**config.mk**
```make
export PLATFORM = sky130hd
export DESIGN_NAME = serv_fetch
export DESIGN_NICKNAME = d
export VERILOG_FILES = /design/src/rtl/serv_fetch.sv
export SDC_FILE = /design/constraint.sdc
export NUM_CORES = 1
export LEC_CHECK = 0
export CAP_MARGIN = 20
export CORE_AREA = 5 5 161 124
export DETAILED_ROUTE_END_ITERATION = 16
export DIE_AREA = 0 0 166 129
export GPL_TIMING_DRIVEN = 1
export PLACE_DENSITY = 0.79
export SLEW_MARGIN = 20
export SYNTH_ARGS = -nofsm -noshare
export SYNTH_HDL_FRONTEND = slang
export SYNTH_SLANG_ARGS = --single-unit
```
**constraint.sdc**
```tcl
create_clock -name clk -period 13.7 [get_ports clk]
set_input_delay 4.11 -clock clk [delete_from_list [all_inputs] [get_ports clk]]
set_output_delay 4.11 -clock clk [all_outputs]
set_load 0.02 [all_outputs]
```
**src/rtl/serv_fetch.sv**
```systemverilog
// serv_fetch: instruction fetch unit with an optional one-word prefetch buffer.
// A demand fetch (FETCH) is issued on a buffer miss; after every delivered word
// the unit speculatively reads the next sequential word (PREFETCH) into a
// one-entry buffer so that a straight-line request can be answered without
// touching the bus.
module serv_fetch #(
  parameter int PREFETCH = 1
) (
  input  logic        clk,
  input  logic        i_rst,
  input  logic        i_req,
  input  logic [31:0] i_pc,
  input  logic        i_flush,
  output logic [31:0] o_ibus_adr,
  output logic        o_ibus_cyc,
  input  logic [31:0] i_ibus_rdt,
  input  logic        i_ibus_ack,
  output logic [31:0] o_wb_rdt,
  output logic        o_wb_en,
  output logic        o_busy
);

  localparam bit LP_PF = (PREFETCH != 0);

  typedef enum logic [1:0] {
    S_IDLE     = 2'd0,
    S_FETCH    = 2'd1,
    S_PREFETCH = 2'd2
  } state_t;

  state_t      r_state;
  logic [31:0] r_adr;
  logic [31:0] r_wb_rdt;
  logic        r_wb_en;
  logic [31:0] r_buf_adr;
  logic [31:0] r_buf_rdt;
  logic        r_buf_valid;
  logic        r_pend_valid;
  logic [31:0] r_pend_adr;
  // A flush was observed at some point during the current prefetch.
  logic        r_flushed;

  logic [31:0] w_pc_adr;
  logic [31:0] w_adr_inc;
  logic        w_hit;
  logic        w_pend_any;
  logic [31:0] w_pend_adr;
  logic        w_flush_any;
  logic        w_unused;

  // Word-aligned request address; the byte offset bits never reach the bus.
  assign w_pc_adr    = {i_pc[31:2], 2'b00};
  assign w_unused    = ^i_pc[1:0];
  assign w_adr_inc   = r_adr + 32'd4;
  assign w_hit       = r_buf_valid && (r_buf_adr == w_pc_adr) && !i_flush;
  // A request landing on the same cycle as the prefetch ack counts as pending.
  assign w_pend_any  = r_pend_valid | i_req;
  assign w_pend_adr  = i_req ? w_pc_adr : r_pend_adr;
  assign w_flush_any = r_flushed | i_flush;

  assign o_ibus_adr  = r_adr;
  assign o_ibus_cyc  = (r_state != S_IDLE);
  assign o_busy      = (r_state != S_IDLE);
  assign o_wb_rdt    = r_wb_rdt;
  assign o_wb_en     = r_wb_en;

  // Fetch controller: state, bus address, delivery strobe, buffer and pending request.
  always_ff @(posedge clk or posedge i_rst) begin
    if (i_rst) begin
      r_state      <= S_IDLE;
      r_adr        <= '0;
      r_wb_rdt     <= '0;
      r_wb_en      <= 1'b0;
      r_buf_adr    <= '0;
      r_buf_rdt    <= '0;
      r_buf_valid  <= 1'b0;
      r_pend_valid <= 1'b0;
      r_pend_adr   <= '0;
      r_flushed    <= 1'b0;
    end else begin
      r_wb_en <= 1'b0;
      if (i_flush) r_buf_valid <= 1'b0;
      case (r_state)
        S_IDLE: begin
          if (i_req) begin
            if (w_hit) begin
              r_wb_rdt <= r_buf_rdt;
              r_wb_en  <= 1'b1;
              if (LP_PF) begin
                r_buf_valid <= 1'b0;
                r_state     <= S_PREFETCH;
                r_adr       <= r_buf_adr + 32'd4;
                r_flushed   <= 1'b0;
              end
            end else begin
              r_state <= S_FETCH;
              r_adr   <= w_pc_adr;
            end
          end
        end
        S_FETCH: begin
          // New requests here are a protocol violation and are not looked at.
          if (i_ibus_ack) begin
            r_wb_rdt <= i_ibus_rdt;
            r_wb_en  <= 1'b1;
            if (LP_PF) begin
              r_state   <= S_PREFETCH;
              r_adr     <= w_adr_inc;
              r_flushed <= 1'b0;
            end else begin
              r_state <= S_IDLE;
            end
          end
        end
        S_PREFETCH: begin
          r_flushed <= w_flush_any;
          if (i_req) begin
            r_pend_valid <= 1'b1;
            r_pend_adr   <= w_pc_adr;
          end
          if (i_ibus_ack) begin
            r_pend_valid <= 1'b0;
            if (!w_pend_any) begin
              if (!w_flush_any) begin
                r_buf_rdt   <= i_ibus_rdt;
                r_buf_adr   <= r_adr;
                r_buf_valid <= 1'b1;
              end
              r_state <= S_IDLE;
            end else if ((w_pend_adr == r_adr) && !w_flush_any) begin
              // Speculation paid off: hand the word over and keep streaming.
              r_wb_rdt  <= i_ibus_rdt;
              r_wb_en   <= 1'b1;
              r_adr     <= w_adr_inc;
              r_flushed <= 1'b0;
            end else begin
              r_state <= S_FETCH;
              r_adr   <= w_pend_adr;
            end
          end
        end
        default: r_state <= S_IDLE;
      endcase
    end
  end

endmodule

```
==> out/metrics.csv, run 1 <==
metric,value,unit
htreeDepth,4,
peakVddDrop,0.131,mV
detail-route-antenna-nets,0,
core,18200,um^2
setup_violations,0,
cpMostUsedCell,o21ai_0,
synthesis.area,9850,um^2
grt_max_degree,98,
totalWireLength,27600,um
numCtsBuffers,17,
fmax,0.133,GHz
multi_input_area,5320,um^2
rsz0062_at_grt,no,
cts_setup_buffers,0,
finalCritPeriodShare,55.1,%
maxCapViolCount,0,
worst_slew_pin_slew,1.04,ns
max_stage_delay,0.79,ns
critPathArrivalTime,7.86,ns
min_path_type,reg2reg,
path_buf_inv,2,
gr-total-overflow,0,
synth.ff_latch_count,166,
die-height,129,um
cts_tree,yes,
cts_resized,0,
crit_fanout,25,
ios,136,
portBuffers,133,
fin_nets,1144,
ctsHoldBuffers,0,
finClkSkew,0.00928,ns
place_inst,1296,
crit_path_end_kind,flip-flop,
p_leak,4.94,nW
final_util,65.3,%
place.detailed.hpwl,18700,um
yosysUniqueCellTypes,56,
p_per_area,240,nW/um^2
cts.clk_slew.worst_paths,0.07,ns
final.setup.tns,0,ns
slew_headroom,30.8,%
slowest_stage,nand3b_1,
die-area,21400,um^2
p_total,2.86,mW
synth_edf_count,0,
worstSetupPathType,in2reg,
synth_cells,973,
place.gp.congestion,0.946,
required,14.01,ns
cts_root_buf,clkbuf_16,
post_drt_wl_per_cell,20.8,um
antenna_found_initial,0,
crit_chain,clkdlybuf4s50_1 -> xnor2_1 -> nand4_1 -> nor4_1 -> nand3b_1 -> buf_4 -> mux2_2 -> o21ai_0 -> o21ai_0 -> o2bb2ai_1,
seq_area_frac_synth,42.2,%
ys_warn_count,0,
fin_cells,1329,
drtIter0Drc,1010,
row_count,43,
via_per_inst,6.08,
drcViolationCount,0,
setup.worst_path.start_class,input port,
timing_hold_violations_final,0,
status,completed,
synthFlopType,dfrtp_1,
fillCellCount,1452,
first_pass_iters,6,
drive_gt1_share,15.9,%
period_needed,7.54,ns
ff2ff_setup_slack,9.53,ns
async_flop_share,100,%
drv_slew,0,
syn2layout_area_growth,20.8,%
cts_sinks,166,
route.vias.total,8083,
die_x,166,um
synth_nets,1048,
grt_pass1_vias,7848,
clk_latency,0.43,ns
grt_pass1_wl,43900,um
cts_max_path_buffers,2,
start_util,54.0,%
path_delay_family,simple AND/OR/NAND/NOR gates,
syn-mean-instance-area,10.1,um^2
regArea,4150,um^2
grt.total_usage,25.9,%
num_antenna_cells,0,
-- report_power, final --
part | internal [mW] | leakage, nW | switching, mW
logic | 0.627 | 2.55 | 0.783
registers | 0.710 | 2.10 | 0.239
clock network | 0.279 | 0.289 | 0.220
-- registers in the layout (all words and copies together), names as in the netlist --
signal	flops
r_pend_adr	32
o_ibus_adr	32
r_flushed	1
r_pend_valid	1
r_buf_rdt	32
r_state	2
o_wb_rdt	32
r_buf_adr	32
r_buf_valid	1
o_wb_en	1
-- routing by layer --
layer	global-route usage [%]	part of all wire, %	vias to the layer above
li1	-	-	3701
met1	37.4	45	3933
met2	37.7	43	399
met3	7.62	10	50
met4	8.39	2.0	0
met5	0	0	-
-- area by class of cell --
class	instances	share of cell area, %
clock buffers	18	3.69
clock inverters	14	1.39
inverters	20	0.673
multi-input cells	717	44.7
flip-flops and latches	166	34.9
well taps	247	2.60
repair buffers	147	12.1
-- Yosys cell counts (9+ instances only) --
cell	instances	area, um^2
a211oi_1	11	82.6
xnor2_1	80	701
inv_1	18	67.6
o21ai_0	83	415
dfrtp_1	166	4150
nand3_1	29	145
nand2_1	79	297
nor2_1	49	184
a21oi_1	31	155
mux2i_1	70	701
clkbuf_1	55	206
nor4_1	9	56.3
mux2_2	108	1220
xor2_1	21	184
a221oi_1	11	96.3
o22ai_1	13	81.3
and3_1	10	62.6
nand4_1	20	125
nor3_1	16	80.1
-- metrics by stage --
stage | cell area (um^2) | hold WS [ns] | setup slack (ns)
finish | 11900 | 0.478 | 6.16
global route | 11900 | 0.503 | 5.90
CTS | 11900 | 0.487 | 6.25
detailed placement | 11300 | 0.470 | 5.83
global placement | 11300 | 0.460 | 5.87
floorplan | 9850 | 0.451 | 5.10
-- cells in the final DEF, fill, tap and decap left out, types with 9 or more instances in the layout --
master and count:
a221oi_1 11, o22ai_1 13, a21oi_1 30, clkbuf_16 17, dfrtp_1 166, nand4_1 20
nor4_1 9, nand2_1 79, xnor2_1 80, a211oi_1 10, and3_1 10, xor2_1 21
nand3_1 29, inv_1 17, clkdlybuf4s50_1 132, o21ai_0 83, mux2_2 108, nor3_1 16
nor2_1 49, buf_4 13, mux2i_1 70
-- cells by family after synthesis --
| group | count (synthesis) | share of synthesized area, % |
|---|---|---|
| simple gates | 238 | 11.7 |
| compound gates | 188 | 12.0 |
| flops | 166 | 42.2 |
| fa+ha+maj | 6 | 0.762 |
| xor+xnor | 101 | 8.98 |
| buf+inv | 90 | 4.01 |
| mux | 184 | 20.3 |
-- final timing paths --
| check | startpoint | end | depth (start not counted) |
|---|---|---|---|
| setup / recovery | i_pc[13] | o_ibus_adr[13] | 10 |
| hold / removal | o_wb_rdt[29] | o_wb_rdt[29] | 2 |
| setup reg to reg | r_state[0] | o_ibus_adr[25] | 12 |
| hold reg to reg | o_wb_rdt[29] | o_wb_rdt[29] | 2 |
| max in group asynchronous | i_rst | o_ibus_adr[13] | 3 |
| min in group asynchronous | i_rst | r_buf_rdt[19] | 2 |
-- tightest hold or removal path, cell delays in order, from the launching register on --
cell and delay [ns]:
dfrtp_1 0.34, nand2_1 0.04, o21ai_0 0.06
No activity file was read; power rests on OpenSTA's default activity.
==> run 2: changes to the inputs <==
CORE_AREA = 5 5 169 130   (was 5 5 161 124)
DIE_AREA = 0 0 174 135   (was 0 0 166 129)
PLACE_DENSITY = 0.76   (was 0.79)
clock period = 6.1 ns   (was 13.7 ns; I/O delays follow)
==> out/metrics.csv, run 2 (synthesis gave the netlist of run 1 again) <==
metric,value,unit,change
status,completed,,
p_per_area,537,nW/um^2,+120%
layout_setup_ws,1.08,ns,-5.08 ns
maxCapViolCount,0,,unchanged
post_drt_wl_per_cell,20.9,um,+0.58%
numCtsBuffers,17,,unchanged
ios,136,,unchanged
clk_latency,0.44,ns,about the same
syn2layout_area_growth,21.2,%,
layout_commonest_cell,dfrtp_1,,
route.vias.total,8068,,-0.19%
ctsHoldBuffers,0,,unchanged
fmax,0.199,GHz,
cts_root_buf,clkbuf_16,,
cts.clk_slew.worst_paths,0.07,ns,about the same
grt_pass1_wl,45200,um,+2.9%
row_count,45,,+4.7%
min_path_type,reg2reg,,
cts_max_path_buffers,2,,unchanged
place_ws,0.754,ns,-5.08 ns
grt_max_degree,167,,+70%
worst_slew_pin_slew,0.933,ns,-0.103 ns
slew_headroom,37.8,%,+7.1 points
cts_resized,0,,unchanged
peakVddDrop,0.335,mV,+160%
rsz0062_at_grt,no,,
num_antenna_cells,0,,unchanged
place.gp.congestion,0.948,,+0.20%
drv_slew,0,,unchanged
drcViolationCount,0,,unchanged
finClkSkew,0.00883,ns,-0.000454 ns
first_pass_iters,5,,-1
max_stage_delay,0.66,ns,-0.13 ns
crit_path_end_kind,flip-flop,,
place.detailed.hpwl,19200,um,+2.9%
detail-route-antenna-nets,0,,unchanged
drtIter0Drc,764,,-24%
p_leak,4.95,nW,+0.25%
critPathArrivalTime,5.34,ns,-2.52 ns
final.setup.tns,0,ns,unchanged
finalCritPeriodShare,82.3,%,
gr-total-overflow,0,,unchanged
period_needed,5.02,ns,
antenna_found_initial,2,,+2
cts_tree,yes,,
die-area,23500,um^2,+9.7%
htreeDepth,4,,unchanged
required,6.41,ns,-7.60 ns
slowest_stage,or4_1,,
crit_fanout,18,,-28%
fin_hold_ws,0.476,ns,-0.00194 ns
die_x,174,um,+4.8%
reg2reg_depth,9,,-3
final_cell_mix,"166 x dfrtp_1, 132 x clkdlybuf4s50_1, 108 x mux2_2, 83 x o21ai_0, 80 x xnor2_1",,
cts_sinks,166,,unchanged
die-height,135,um,+4.7%
worstSetupPathType,in2reg,,
setup_violations,0,,unchanged
cts_setup_buffers,0,,unchanged
setup.worst_path.start_class,input port,,
grt.total_usage,24.3,%,-1.5 points
fin_nets,1148,,+0.35%
whs_path_depth,2,,unchanged
fillCellCount,1753,,+21%
totalWireLength,28100,um,+1.7%
start_util,49.2,%,-4.9 points
timing_hold_violations_final,0,,unchanged
crit_chain,buf_2 -> mux2i_2 -> xor2_1 -> nand4_1 -> or4_1 -> nor4_4 -> buf_4 -> mux2_2 -> a221oi_1 -> nor3_1,,
portBuffers,133,,unchanged
core,20000,um^2,+9.9%
via_per_inst,6.00,,-1.3%
drive_gt1_share,16.2,%,+0.31 points
grt_pass1_vias,8022,,+2.2%
[run 2: path summary, 6_finish.rpt]
path	from	slack, ns	to
setup / recovery	i_req	1.08	o_ibus_adr[26]
setup reg to reg	r_pend_adr[29]	2.66	o_ibus_adr[26]
hold / removal	o_wb_rdt[27]	0.48	o_wb_rdt[27]
hold reg to reg	o_wb_rdt[27]	0.48	o_wb_rdt[27]
max in group asynchronous	i_rst	3.39	r_pend_adr[31]
min in group asynchronous	i_rst	2.03	o_wb_rdt[30]
[run 2: stage by stage]
step           cells  util [%]  power (mW)  instance area, um^2
2_1_floorplan    973         -        4.14                 9860
3_3_place_gp    1312      56.6        5.18                11300
3_5_place_dp    1312      56.6        5.28                11400
4_1_cts         1344      59.6        6.40                11900
5_1_grt         1344      59.6        6.80                11900
6_report        1344      59.6        6.41                11900
[run 2: where the power goes]
part	internal (mW)	total (mW)	switching, mW
clock	0.583	1.10	0.516
combinational	1.42	3.18	1.76
sequential	1.59	2.13	0.539
total	3.60	6.41	2.81
[run 2: layer usage]
| metal | GRT usage, % | wire [um] |
|---|---|---|
| met1 | 33.2 | 12200 |
| met2 | 35.8 | 12200 |
| met4 | 7.87 | 627 |
| met3 | 9.40 | 3050 |
| met5 | 0 | 17 |
[run 2: area by class of cell]
class / instances / area [um^2] / area share (%)
Clock buffer: 17 / 425 / 3.56
Clock inverter: 15 / 160 / 1.34
Inverter: 20 / 78.8 / 0.660
Multi-Input combinational cell: 717 / 5320 / 44.6
Sequential cell: 166 / 4150 / 34.8
Tap cell: 258 / 323 / 2.70
Timing Repair Buffer: 151 / 1470 / 12.3
[run 2: critical path: cells and delay by family]
kind | cells | cell delay [ns]
AO/OA/AOI/OAI | 1 | 0.27
buffers and inverters | 2 | 0.80
multiplexers | 2 | 0.73
XOR/XNOR | 1 | 0.39
AND/OR/NAND/NOR | 4 | 1.27
